--- src/rtl/capture_arbiter.sv ---
// capture_arbiter: round-robin arbiter into one registered capture stage; stall timeout via `CAPTURE_ARB_TIMEOUT_EN
module capture_arbiter #(
    parameter int NREQ    = 4,
    parameter int WIDTH   = 8,
    parameter int TIMEOUT = 16
) (
    input  logic                     clk,
    input  logic                     reset,
    input  logic [NREQ-1:0]          req,
    input  logic [NREQ*WIDTH-1:0]    req_data,
    output logic [NREQ-1:0]          gnt,
    output logic                     out_valid,
    output logic [WIDTH-1:0]         out_data,
    output logic [$clog2(NREQ)-1:0]  out_src,
    input  logic                     out_ready,
    output logic                     timeout_err
);
    localparam int SW = $clog2(NREQ);
    localparam logic [SW:0] N = (SW+1)'(NREQ);
    logic [SW-1:0] ptr, off, sel;
    logic [SW:0] sum;
    logic [NREQ-1:0] rot;
    logic any, take, drop;
    logic [WIDTH-1:0] words [NREQ];
    for (genvar i = 0; i < NREQ; i++) begin : g_word
        assign words[i] = req_data[i*WIDTH +: WIDTH];
    end
    assign rot = NREQ'({req, req} >> ptr);
    always_comb begin
        off = '0;
        any = 1'b0;
        for (int k = NREQ - 1; k >= 0; k--) begin
            if (rot[k]) begin
                off = SW'(k);
                any = 1'b1;
            end
        end
    end
    assign sum  = {1'b0, ptr} + {1'b0, off};
    assign sel  = (sum >= N) ? SW'(sum - N) : SW'(sum);
    assign take = any && (!out_valid || out_ready) && !reset;
    assign gnt  = take ? NREQ'(1) << sel : '0;
    always_ff @(posedge clk or posedge reset) begin
        if (reset) begin
            out_valid <= 1'b0;
            out_data  <= '0;
            out_src   <= '0;
            ptr       <= '0;
        end else if (take) begin
            out_valid <= 1'b1;
            out_data  <= words[sel];
            out_src   <= sel;
            ptr       <= (sel == SW'(NREQ - 1)) ? '0 : sel + 1'b1;
        end else if (out_ready || drop) begin
            out_valid <= 1'b0;
        end
    end
`ifdef CAPTURE_ARB_TIMEOUT_EN
    localparam int CW = $clog2(TIMEOUT);
    logic [CW-1:0] cnt;
    logic stall;
    assign stall = out_valid && !out_ready;
    assign drop  = stall && (cnt == CW'(TIMEOUT - 1));
    always_ff @(posedge clk or posedge reset) begin
        if (reset) begin
            cnt         <= '0;
            timeout_err <= 1'b0;
        end else begin
            timeout_err <= drop;
            cnt         <= (stall && !drop) ? cnt + 1'b1 : '0;
        end
    end
`else
    assign drop        = 1'b0;
    assign timeout_err = 1'b0;
`endif
endmodule

--- config.mk ---
export PLATFORM = sky130hd
export DESIGN_NAME = capture_arbiter
export DESIGN_NICKNAME = d
export VERILOG_FILES = /design/src/rtl/capture_arbiter.sv
export SDC_FILE = /design/constraint.sdc
export NUM_CORES = 1
export LEC_CHECK = 0
export ABC_AREA = 1
export BUFFER_PORTS_ARGS = -buffer_cell sky130_fd_sc_hd__buf_2
export CAP_MARGIN = 20
export CORE_MARGIN = 5
export CORE_UTILIZATION = 45
export DETAILED_ROUTE_END_ITERATION = 10
export GPL_ROUTABILITY_DRIVEN = 0
export GPL_TIMING_DRIVEN = 0
export PLACE_DENSITY = 0.8
export REMOVE_ABC_BUFFERS = 1
export SYNTH_ARGS = -nofsm -noshare
export SYNTH_HDL_FRONTEND = slang
export SYNTH_SLANG_ARGS = --single-unit
--- constraint.sdc ---
create_clock -name clk -period 3.2 [get_ports clk]
set_input_delay 0.64 -clock clk [delete_from_list [all_inputs] [get_ports clk]]
set_output_delay 0.64 -clock clk [all_outputs]
set_load 0.1 [all_outputs]
==> summary.md <==
| Metric | Value |
|---|---|
| Crit path kind | reg2out |
| Cell types occupying the most area after synthesis | dfrtp_1, mux2i_1, nand2_1 |
| Total negative setup slack | 0 ns |
| Number of antenna violations at the first check in global routing | 0 |
| Post-DR vias/cell | 5.00 |
| Total congestion overflow after global routing | 0 |
| RSZ-0062 raised after global routing | false |
| Number of standard cells in the final layout excluding fillers | ~220 |
| Critical Path RT | 2.56 ns |
| Layout cells sized above 1 | 46.6% |
| Setup-violating endpoint count in the final report | 0 |
| Per-instance average area after synthesis | 7.76 um^2 |
| Portion of the clock cycle consumed by the worst path in the final layout | 95.8% |
| Number of top-level design ports | 55 |
| Run status | completed |
| CTS Root Cell | clkbuf_4 |
| Sink count of the clock tree | 13 |
| Maximum number of pins on one net before global-route repair | 20 |
| Slowest-stage cell, CP | dfrtp_2 |
| Number of max-cap violations | 0 |
| Router iterations before antenna repair | 4 |
| Most common library cell in the layout ignoring fill and taps | buf_2 |
| Fraction of met2 tracks used by global routing | between 30% and 40% |
| Total via count after detailed routing | 1105 |
| Crit path largest cell delay | between 0.4 and 0.5 ns |
| Critical path startpoint category | flip-flop |
| Syn-to-layout area delta | 37.8% |
| Placement-stage worst setup slack | -0.358 ns |
| Transition time of the tightest slew-check pin | ~0.6 ns |
| Wire length reported by the detailed router | 2790 um |
| Reg2reg end | ptr[1]$_DFFE_PP0P_ |
| Flip-flop and latch count after synthesis | 13 |
| Worst-path clk slew | 0.08 ns |
| DR WL/cell | 12.6 um |
| Initial Utilization | 47.2% |
| Clock Tree Buf Depth | 2 |
| IO buf count | 53 |
| Peak-usage layer in the global routing report | met2 |
| Critical Path Sink | gnt[3] |
| X dimension of the die | 58.4 um |
| Number of DRC markers in iteration 0 | 17 |
| Synth area leader | dfrtp_1 |
| GR Util All Layers | 18.5% |
| Minimum setup slack among reg-to-reg paths | 1.02 ns |
| TritonCTS clock tree | yes |
| Sort of element at the end of the critical path | output pin |
| Clock latency at the later pin of the worst-skew pair | 0.27 ns |
| Height of the chip | approximately 58 um |
| FF-to-FF path depth | 13 |
| Final nets | about 240 |
| Ordered cell list for the critical path | inv_2 > nand3_1 > nand2_2 > nand3_1 > a21boi_2 > ha_4 > xor2_4 > inv_1 > nand3_4 > nand2_8 > ha_1 > inv_1 > nor2_2 > buf_8 |
| Total number of H-tree levels | 1 |
| Number of antenna-violating nets in the routed design | 0 |
| Final Critical Period | 3.06 ns |
| Share of the yosys chip area belonging to registers | between 30% and 40% |
| Total count of hold-check failures in the final report | 0 |
| Placed Cells | about 210 |
| Signal arrival time at the worst endpoint | 2.42 ns |
| Origin of the critical flop-to-flop path | ptr[1]$_DFFE_PP0P_ |
| Max-slew violations | 0 |
| Distinct cell type count of the synthesized netlist | 23 |
| Synth top area share | 30.8% |
| Global routing usage on met3 | about 4.4% |
| Crit path launch | ptr[1]$_DFFE_PP0P_ |
| GR Util met1 | between 20% and 30% |
| Crit. path cell count | 14 |
| TritonCTS buffer count | 3 |
| DP Wirelength | approximately 2100 um |
| Warning count from the yosys run | 0 |
| Buffers plus inverters on the worst setup path | 4 |
| Slew HR | 60.2% |
| Cell row count | 17 |
| Largest fanout on the critical path | 6 |
| Fmax | 326 MHz |
| ANT cells | 0 |
| Synth Cell Area | 1050 um^2 |
| Most frequent cells in the layout | buf_2, nand2_1, nand3_1 |
| Vias in the first global route | ~1200 |
| Synthesized instance count | 136 |
| Min-delay worst type | in2async |
| DRC | 0 |
| Floorplan core area | 2230 um^2 |
| First-pass GRT wire length | 5000 um |
| Worst setup margin | 0.135 ns |
| Kind of cell adding the most delay to the critical path | simple AND/OR/NAND/NOR gates |
| Worst clock skew on the final layout | 0.00304 ns |
| Overall die area | 3410 um^2 |
state kept, by name, indices dropped and copies added (netlist names):
name	count
ptr	2
out_src	2
out_data	8
out_valid	1
stage by stage:
stage | instance area, um^2 | hold WS [ns] | utilization [%]
after CTS | 1430 | 0.420 | 63.8
final | 1450 | 0.421 | 65.1
after floorplan | 1010 | 0.532 | -
after global routing | 1450 | 0.478 | 65.1
after detailed placement | 1310 | 0.461 | 58.8
after global placement | 1310 | 0.462 | 58.8
how the worst min path moves through the flow:
| stage | startpoint | endpoint | slack, ns | cells after the start |
|---|---|---|---|---|
| after floorplan | reset | out_data[0]$_DFFE_PP0P_ | 0.53 | 1 |
| after global placement | out_data[5]$_DFFE_PP0P_ | out_data[5]$_DFFE_PP0P_ | 0.46 | 2 |
| after detailed placement | out_data[3]$_DFFE_PP0P_ | out_data[3]$_DFFE_PP0P_ | 0.46 | 2 |
| after CTS | reset | out_valid$_DFFE_PP0P_ | 0.42 | 2 |
| after global routing | reset | out_src[1]$_DFFE_PP0P_ | 0.48 | 2 |
| final | reset | out_valid$_DFFE_PP0P_ | 0.42 | 2 |
synthesized netlist by cell type (all sizes together):
library cell	instances
dfrtp	13
xor2	1
clkinv	1
nand2	48
nor2	5
conb	1
nand3	27
buf	5
a21boi	1
inv	11
nor3	1
mux2i	16
o21ai	3
ha	2
nand4	1
cell type report:
class | count | area [um^2]
inverters | 12 | 46.3
repair buffers | 58 | 324
flip-flops and latches | 13 | 328
well taps | 28 | 35.0
clock buffers | 4 | 26.3
multi-input cells | 106 | 694
fillers | 201 | 779
metal layers:
layer  vias to the layer above  part of all wire [%]  wire (um)
met5                         -                     0          0
met4                         0                   2.6         73
met3                        10                    10        291
met2                        58                    47       1320
met1                       477                    39       1100
li1                        560                     -          -
what timing repair did:
action                                  CTS  global route
gates cloned                              0             0
pin swaps                                 3             3
setup buffers                             4             1
hold endpoints to repair                  0             0
resized for setup                        14             5
endpoints found under the setup margin    4             3
hold buffers                              0             0
cell families (layout without fill, tap and decap cells):
family | count (synthesis) | count (layout) | synth area share [%]
XOR/XNOR | 1 | 1 | 1.54
AND/OR/NAND/NOR | 82 | 82 | 39.1
AO/OA/AOI/OAI | 4 | 4 | 2.14
other | 1 | 1 | 0.356
adder cells (fa/ha/maj) | 2 | 2 | 2.37
flip-flops | 13 | 13 | 30.8
buffers and inverters | 17 | 74 | 8.42
multiplexers | 16 | 16 | 15.2
Power is left out: the tool's default activity adds up to more than one toggle a clock period on the data nets, which glitch-free logic cannot reach.
